### src/rtl/pipe_hold_ctrl.sv
// Pipeline hold/flush sequencer: merges load-use, jump and memory-wait requests
// into per-stage hold/flush controls, PC redirect, timeout flag and stall stats.
module pipe_hold_ctrl #(
    parameter int ADDR_W   = 32,
    parameter int MAX_WAIT = 16,
    parameter int CNT_W    = 32
) (
    input  logic              clk,
    input  logic              rst_n,
    input  logic              hazard_hold_i,
    input  logic              jump_req_i,
    input  logic [ADDR_W-1:0] jump_addr_i,
    input  logic              mem_busy_i,
    output logic              hold_pc_o,
    output logic              hold_if_id_o,
    output logic              hold_id_ex_o,
    output logic              hold_ex_mem_o,
    output logic              hold_mem_wb_o,
    output logic              flush_if_id_o,
    output logic              flush_id_ex_o,
    output logic              jump_o,
    output logic [ADDR_W-1:0] jump_addr_o,
    output logic              bus_err_o,
    output logic [CNT_W-1:0]  stall_cnt_o,
    output logic [CNT_W-1:0]  bubble_cnt_o
);

    localparam int WCW = $clog2(MAX_WAIT + 1);
    localparam logic [WCW-1:0] WAIT_LAST = WCW'(MAX_WAIT - 1);

    localparam logic [1:0] S_RUN  = 2'd0;
    localparam logic [1:0] S_WAIT = 2'd1;
    localparam logic [1:0] S_ERR  = 2'd2;

    logic [1:0]        state_q, state_d;
    logic              pend_vld_q, pend_vld_d;
    logic [ADDR_W-1:0] pend_addr_q, pend_addr_d;
    logic [WCW-1:0]    wait_cnt_q, wait_cnt_d;
    logic              bus_err_q, bus_err_d;
    logic [CNT_W-1:0]  stall_cnt_q, stall_cnt_d;
    logic [CNT_W-1:0]  bubble_cnt_q, bubble_cnt_d;

    logic              hold_all, hold_front, fl_if_id, fl_id_ex, jmp, run_prio, bubble;
    logic [ADDR_W-1:0] jaddr;

    always_comb begin
        hold_all    = 1'b0;
        hold_front  = 1'b0;
        fl_if_id    = 1'b0;
        fl_id_ex    = 1'b0;
        jmp         = 1'b0;
        jaddr       = '0;
        run_prio    = 1'b0;
        bubble      = 1'b0;
        state_d     = state_q;
        pend_vld_d  = pend_vld_q;
        pend_addr_d = pend_addr_q;
        wait_cnt_d  = wait_cnt_q;
        bus_err_d   = bus_err_q;
        case (state_q)
            S_RUN: begin
                if (mem_busy_i) begin
                    hold_all   = 1'b1;
                    wait_cnt_d = WCW'(1);
                    state_d    = S_WAIT;
                    if (jump_req_i) begin
                        pend_vld_d  = 1'b1;
                        pend_addr_d = jump_addr_i;
                    end
                end else begin
                    run_prio = 1'b1;
                end
            end
            S_WAIT: begin
                if (mem_busy_i) begin
                    hold_all = 1'b1;
                    if (jump_req_i) begin
                        pend_vld_d  = 1'b1;
                        pend_addr_d = jump_addr_i;
                    end
                    // The busy cycle that brings the streak to MAX_WAIT trips the timeout.
                    if (wait_cnt_q == WAIT_LAST) begin
                        bus_err_d  = 1'b1;
                        state_d    = S_ERR;
                        wait_cnt_d = '0;
                    end else begin
                        wait_cnt_d = wait_cnt_q + WCW'(1);
                    end
                end else begin
                    pend_vld_d = 1'b0;
                    wait_cnt_d = '0;
                    state_d    = S_RUN;
                    if (pend_vld_q || jump_req_i) begin
                        jmp      = 1'b1;
                        jaddr    = jump_req_i ? jump_addr_i : pend_addr_q;
                        fl_if_id = 1'b1;
                        fl_id_ex = 1'b1;
                    end else begin
                        run_prio = 1'b1;
                    end
                end
            end
            S_ERR: begin
                hold_all = 1'b1;
            end
            default: begin
                state_d = S_RUN;
            end
        endcase

        // A resolved jump flushes the younger instruction, so a coincident hazard is moot.
        if (run_prio) begin
            if (jump_req_i) begin
                jmp      = 1'b1;
                jaddr    = jump_addr_i;
                fl_if_id = 1'b1;
                fl_id_ex = 1'b1;
            end else if (hazard_hold_i) begin
                hold_front = 1'b1;
                fl_id_ex   = 1'b1;
                bubble     = 1'b1;
            end
        end

        stall_cnt_d  = stall_cnt_q;
        bubble_cnt_d = bubble_cnt_q;
        if ((hold_all || hold_front) && stall_cnt_q != '1)
            stall_cnt_d = stall_cnt_q + CNT_W'(1);
        if (bubble && bubble_cnt_q != '1)
            bubble_cnt_d = bubble_cnt_q + CNT_W'(1);
    end

    always_ff @(posedge clk) begin
        if (!rst_n) begin
            state_q      <= S_RUN;
            pend_vld_q   <= 1'b0;
            pend_addr_q  <= '0;
            wait_cnt_q   <= '0;
            bus_err_q    <= 1'b0;
            stall_cnt_q  <= '0;
            bubble_cnt_q <= '0;
        end else begin
            state_q      <= state_d;
            pend_vld_q   <= pend_vld_d;
            pend_addr_q  <= pend_addr_d;
            wait_cnt_q   <= wait_cnt_d;
            bus_err_q    <= bus_err_d;
            stall_cnt_q  <= stall_cnt_d;
            bubble_cnt_q <= bubble_cnt_d;
        end
    end

    // Every output is forced low while reset is held, including registered ones.
    assign hold_pc_o     = rst_n & (hold_all | hold_front);
    assign hold_if_id_o  = rst_n & (hold_all | hold_front);
    assign hold_id_ex_o  = rst_n & hold_all;
    assign hold_ex_mem_o = rst_n & hold_all;
    assign hold_mem_wb_o = rst_n & hold_all;
    assign flush_if_id_o = rst_n & fl_if_id;
    assign flush_id_ex_o = rst_n & fl_id_ex;
    assign jump_o        = rst_n & jmp;
    assign jump_addr_o   = rst_n ? jaddr : '0;
    assign bus_err_o     = rst_n & bus_err_q;
    assign stall_cnt_o   = rst_n ? stall_cnt_q : '0;
    assign bubble_cnt_o  = rst_n ? bubble_cnt_q : '0;

endmodule
### config.mk
export PLATFORM = sky130hd
export DESIGN_NAME = pipe_hold_ctrl
export DESIGN_NICKNAME = d
export VERILOG_FILES = /design/src/rtl/pipe_hold_ctrl.sv
export SDC_FILE = /design/constraint.sdc
export NUM_CORES = 1
export LEC_CHECK = 0
export BUFFER_PORTS_ARGS = -buffer_cell sky130_fd_sc_hd__clkbuf_2
export CORE_MARGIN = 1
export CORE_UTILIZATION = 45
export DETAILED_ROUTE_END_ITERATION = 8
export PLACE_DENSITY = 0.69
export SETUP_SLACK_MARGIN = 0.02
export SLEW_MARGIN = 10
export SYNTH_ARGS = -nofsm -noshare
export SYNTH_HDL_FRONTEND = slang
export SYNTH_SLANG_ARGS = --single-unit
export TNS_END_PERCENT = 50
### constraint.sdc
create_clock -name clk -period 2.75 [get_ports clk]
set_input_delay 0.1375 -clock clk [delete_from_list [all_inputs] [get_ports clk]]
set_output_delay 0.1375 -clock clk [all_outputs]
set_load 0.03 [all_outputs]
Word-level counts from Yosys, hierarchy flattened

Index checks and enable logic that the tools add are counted.

Output and inout port bits: 105
Memory bits (writable): 0
Latch bits: 0
Memories kept: 0
Word-level logic and storage cells: 73
Memory bits (read-only): 0
Bits in registers: 105
Input bits: 37

Shifts and indexed selects: 0
Multiplexer cells: 38
Add/subtract/negate cells: 3
Eq/ne operators: 7
Reductions and logical operators: 11
Magnitude comparators: 0
Bitwise logic cells: 7
$mul: 0
Div/mod/pow operators: 0

Operators with widths:

| operator                | number |
|---|---|
| $mux W32                | 9 |
| $add A32 B1 Y32 const B | 2 |
| $ne A32 B32 Y1 const B  | 2 |
| $mux W1                 | 18 |
| $mux W5                 | 3 |
| $pmux W5 S2             | 1 |
| $mux W2                 | 3 |
| $pmux W1 S2             | 3 |
| $pmux W2 S3             | 1 |
| $reduce_and A3 Y1       | 2 |
| $add A5 B1 Y5 const B   | 1 |
| $and A1 B1 Y1           | 5 |
| $eq A5 B4 Y1 const B    | 1 |
| $reduce_and A2 Y1       | 2 |
| $ne A3 B3 Y1 const B    | 1 |
| $eq A2 B1 Y1 const B    | 1 |
| $eq A2 B2 Y1 const B    | 1 |
| $logic_and A1 B1 Y1     | 2 |
| $logic_not A2 Y1        | 1 |
| $logic_or A1 B1 Y1      | 2 |
| $ne A2 B2 Y1 const B    | 1 |
| $reduce_bool A2 Y1      | 1 |
| $reduce_or A2 Y1        | 1 |
| $not A1 Y1              | 1 |
| $or A1 B1 Y1            | 1 |

Logic depth before layout (Yosys ltp)

Depth in word-level cells: 8
Mapped depth: 7
Gate-level depth less buffers: 6

Worst setup path before layout

Ideal clock, no wire load.

Path kind: reg-to-reg
Start point: register bubble_cnt_q[0]
End point: register bubble_cnt_q[6]
Stages on the path, launching flop included: 7
Period minus slack after synthesis: 1.975 ns
Setup slack: 0.775 ns
Data arrival time: 1.855 ns
Library setup time: 0.121 ns
Cell sequence: dfxtp_1 -> ha_1 -> nand4_1 -> or2_2 -> nor3_4 -> or4b_2 -> mux2_2

Word-level cells in the longest chain between the ends: 2

RTL lines:

| item                                                                    | line | text |
|---|---|---|
| start, declared                                                         | 41   | `logic [CNT_W-1:0] bubble_cnt_q, bubble_cnt_d;` |
| start signal, assigned                                                  | 149  | `bubble_cnt_q <= bubble_cnt_d;` |
| parallel branches: the longest is 2 deep, another holds $add A32 B1 Y32 | n/a  |  |

Parallel ways; which one is timed is not known.
A chain may end at the register's enable or synchronous reset.

Worst setup path after layout

Start point: register state_q[0]
End point: register bubble_cnt_q[31]

Word-level cells in the longest chain between the ends: 4

RTL lines:

| item                                                    | line | text |
|---|---|---|
| start, declared                                         | 35   | `logic [1:0] state_q, state_d;` |
| start signal, assigned                                  | 143  | `state_q <= state_d;` |
| $eq A2 B1 Y1 / $logic_not A2 Y1 (equally long branches) | 60   | `case (state_q)` |
| $pmux W1 S2 *                                           | 60   |  |
| $mux W1 *                                               | 112  | `if (run_prio) begin` |
| $logic_and A1 B1 Y1 *                                   | 129  | `if (bubble && bubble_cnt_q != '1)` |

Mark *: on every way between the ends. The rest lies on a longest branch, timed or not.

==> impl_metrics.env <==
export IMPL_outcome="completed"
export IMPL_slew_headroom_pct=51.51
export IMPL_io_buffers=141
export IMPL_path_clk_slew_ns=0.07
export IMPL_holdPathEnd="pend_addr_q[29]$_SDFFE_PN0P_"
export IMPL_path_class="reg2reg"
export IMPL_worstPathRequired_ns=2.99
export IMPL_htree_levels=3
export IMPL_path_buf_inv=0
export IMPL_muxShareOfSynthArea_pct=7.720
export IMPL_netSwitchingFraction_pct=25.22
export IMPL_holdCritStartpoint="jump_addr_i[29]"
export IMPL_areaGrowthSynthToFinish_pct=20.18
export IMPL_grt_max_degree=45
export IMPL_syn_inst=733
export IMPL_vias_per_cell=5.551
export IMPL_r2r_end="bubble_cnt_q[31]$_SDFFE_PN0P_"
export IMPL_synth_distinct_cells=50
export IMPL_post_cts_buffers=0
export IMPL_wl_um=14810
export IMPL_power_w=0.003205
export IMPL_cpMaxStageDelayCell="a21oi_1"
export IMPL_hold_depth=3
export IMPL_intPower_w=0.002397
export IMPL_synth_compound_area_share_pct=13.64
export IMPL_die_area_sq_mm=0.01295
export IMPL_initialDrtViolationCount=482
export IMPL_max_stage_delay_ns=0.49
export IMPL_worst_slew_pin_slew_ns=0.7239
export IMPL_ctsHoldBuffers=0
export IMPL_clock_sinks=105
export IMPL_layout_common_cells="clkbuf_2, nor2_1, dfxtp_1, nand2_1, and2_1"
export IMPL_setup_viol=0
export IMPL_row_count=40
export IMPL_die_y_um=113.8
export IMPL_p_leak_nw=2.719
export IMPL_p_seq_share_pct=49.0
export IMPL_crit_fanout=10
export IMPL_initial_utilization_pct=46.44
export IMPL_start_kind="register"
export IMPL_max_cap_violations=0
export IMPL_cts_buffer_depth=2
export IMPL_finClkSkew_ns=0.006743
export IMPL_syn_area_sq_mm=0.005624
export IMPL_cts_root_buf="clkbuf_16"
export IMPL_dpl_hpwl_um=10500
export IMPL_final_hold_viol_count=0
export IMPL_yosys_area_share_simple_pct=35.42
export IMPL_wl_per_cell_um=14.43
export IMPL_grt_pass1_vias=5222
export IMPL_drcViolationCount=0
export IMPL_place_congestion=0.8549
export IMPL_syn_area_per_cell_sq_um=7.673
export IMPL_cp_end_kind="register"
export IMPL_num_io_pins=142
export IMPL_cts_resized=0
export IMPL_yosysSeqAreaShare_pct=37.37
export IMPL_track_usage_pct=23.33
export IMPL_ant_nets=0
export IMPL_min_path_type="in2reg"
export IMPL_timing_final_crit_share_pct=85.91
export IMPL_ys_seq_elements=105
export IMPL_critPathTopFamily="simple AND/OR/NAND/NOR gates"
export IMPL_drive_gt1_share_pct=25.76
export IMPL_slew_violations=0
export IMPL_synth_top_family_by_area="simple AND/OR/NAND/NOR gates"
export IMPL_fin_crit_ns=2.363
export IMPL_cts_tree="built"
export IMPL_yosys_area_share_xor_xnor_pct=1.246
export IMPL_drt_first_pass_iters=5
export IMPL_yosys_warnings=0
export IMPL_ir_drop_mv=0.2801
export IMPL_core_sq_mm=0.01211
export IMPL_layout_commonest_cell="clkbuf_2"
export IMPL_power_frac_comb_pct=9.1
export IMPL_reg2reg_slack_ns=0.39
export IMPL_grt_overflow=0
export IMPL_cts_buffers=9
export IMPL_clkPwrFrac_pct=41.8
export IMPL_critPathArrivalTime_ns=2.60
export IMPL_syn_num_nets=773
export IMPL_nets=893
export IMPL_power_density_mw_per_mm2=474.2
export IMPL_insertion_delay_ns=0.35
export IMPL_synthAdderAreaFrac_pct=0.6674
export IMPL_rsz0062_at_grt="false"
export IMPL_grt_pass1_wl_um=24450
export IMPL_vias=5695
export IMPL_final_setup_tns_ns=0
export IMPL_ff2ff_path_depth=5
export IMPL_rr_startpoint="state_q[0]$_SDFFE_PN0P_"
export IMPL_die_w_um=113.8
export IMPL_netSwitchingPower_w=0.0008083
export IMPL_fmax_ghz=0.4233
export IMPL_diodes=0
export IMPL_path_cells="a21oi_1 > and4_1 > nand2_1 > nor4b_1 > mux2_2"
export IMPL_grt_antenna_before_repair=0
[registers in the layout, indices dropped and copies added (netlist names)]
| name | flops |
|---|---|
| bubble_cnt_q | 32 |
| bus_err_q | 1 |
| pend_addr_q | 32 |
| pend_vld_q | 1 |
| stall_cnt_q | 32 |
| state_q | 2 |
| wait_cnt_q | 5 |
[area by class of cell]
cell class / instances / area (sq um)
clock inverters: 5 / 53.80
flip-flops and latches: 105 / 2102
multi-input cells: 574 / 3303
fillers: 1119 / 5353
inverters: 9 / 33.78
repair buffers: 154 / 803.3
well taps: 168 / 210.2
clock buffers: 11 / 252.7
[metrics by stage]
| step | instance area, sq um | worst slack (ns) | instances | hold slack (ns) | util, % |
|---|---|---|---|---|---|
| floorplan | 5624 | 0.7745 | 733 | 0.2735 | - |
| global placement | 6452 | 0.4807 | 1010 | 0.3738 | 53.27 |
| detailed placement | 6452 | 0.4820 | 1010 | 0.3812 | 53.27 |
| CTS | 6759 | 0.4545 | 1026 | 0.006305 | 55.81 |
| global route | 6759 | 0.1112 | 1026 | 0.01205 | 55.81 |
| finish | 6759 | 0.3874 | 1026 | 0.01441 | 55.81 |
[power by group through the flow]
stage / Clock, W / Sequential [W] / Combinational, W
2_1_floorplan: 0 / 0.00160 / 0.000204
3_3_place_gp: 0 / 0.00160 / 0.000285
3_5_place_dp: 0 / 0.00161 / 0.000294
4_1_cts: 0.00136 / 0.00157 / 0.000294
5_1_grt: 0.00143 / 0.00158 / 0.000324
6_report: 0.00134 / 0.00157 / 0.000293
[cell usage after synthesis, drive strengths merged]
| cell type | count | area (sq um) |
|---|---|---|
| nor2 | 111 | 416.7 |
| dfxtp | 105 | 2102 |
| nand2 | 101 | 379.1 |
| and2 | 61 | 382.9 |
| a21oi | 59 | 295.3 |
| clkbuf | 36 | 135.1 |
| mux2 | 35 | 394.1 |
| a22oi | 32 | 240.2 |
| nand3 | 22 | 110.1 |
| nand4 | 20 | 125.1 |
| o21ai | 18 | 93.84 |
| nor3 | 17 | 96.35 |
| nor4 | 14 | 87.58 |
| or3 | 14 | 91.34 |
| buf | 9 | 52.55 |
| inv | 9 | 33.78 |
| or4 | 9 | 71.32 |
| o31ai | 7 | 66.31 |
| xor2 | 6 | 52.55 |
| and3 | 5 | 31.28 |
| and4 | 5 | 46.30 |
| mux2i | 4 | 40.04 |
| nor2b | 4 | 25.02 |
| nor4b | 4 | 35.03 |
| or2 | 4 | 25.02 |
| ha | 3 | 37.54 |
| nor3b | 3 | 22.52 |
| o2111ai | 3 | 26.28 |
| a31oi | 2 | 12.51 |
| nor4bb | 2 | 20.02 |
| xnor2 | 2 | 17.52 |
| a2111oi | 1 | 8.760 |
| a32oi | 1 | 8.760 |
| nand3b | 1 | 7.510 |
| nand4b | 1 | 8.760 |
| o211ai | 1 | 7.510 |
| o21bai | 1 | 7.510 |
| or4b | 1 | 10.01 |
[worst max-delay path by stage]
stage | start | endpoint | slack [ns] | depth (start not counted)
CTS | state_q[0]$_SDFFE_PN0P_ | bubble_cnt_q[31]$_SDFFE_PN0P_ | 0.45 | 5
global placement | state_q[0]$_SDFFE_PN0P_ | bubble_cnt_q[31]$_SDFFE_PN0P_ | 0.48 | 5
finish | state_q[0]$_SDFFE_PN0P_ | bubble_cnt_q[31]$_SDFFE_PN0P_ | 0.39 | 5
global route | stall_cnt_q[5]$_SDFFE_PN0P_ | stall_cnt_q[25]$_SDFFE_PN0P_ | 0.11 | 5
floorplan | bubble_cnt_q[0]$_SDFFE_PN0P_ | bubble_cnt_q[6]$_SDFFE_PN0P_ | 0.77 | 6
detailed placement | state_q[0]$_SDFFE_PN0P_ | bubble_cnt_q[31]$_SDFFE_PN0P_ | 0.48 | 5
[layer usage]
| layer | global-route usage (%) | wire [um] | vias up |
|---|---|---|---|
| li1 | - | - | 2818 |
| met1 | 29.75 | 6592 | 2654 |
| met2 | 37.56 | 6845 | 199 |
| met3 | 6.057 | 1096 | 24 |
| met4 | 9.610 | 273 | 0 |
| met5 | 0 | 0 | - |
[cells by family (layout without fill, tap and decap cells)]
family	Yosys count	count (layout)
buffers and inverters	54	179
AOI/OAI and AO/OA	125	125
xor gates and xnor gates	8	8
muxes	39	39
and+or+nand+nor	399	399
adders and majority gates	3	3
DFF	105	105
[worst register-to-register path: cells and delay by family, from the launching register on]
family          cells  cell delay [ns]
simple gates        3             0.97
compound gates      1             0.49
flops               1             0.41
mux                 1             0.38
No activity file was read; power rests on OpenSTA's default activity.
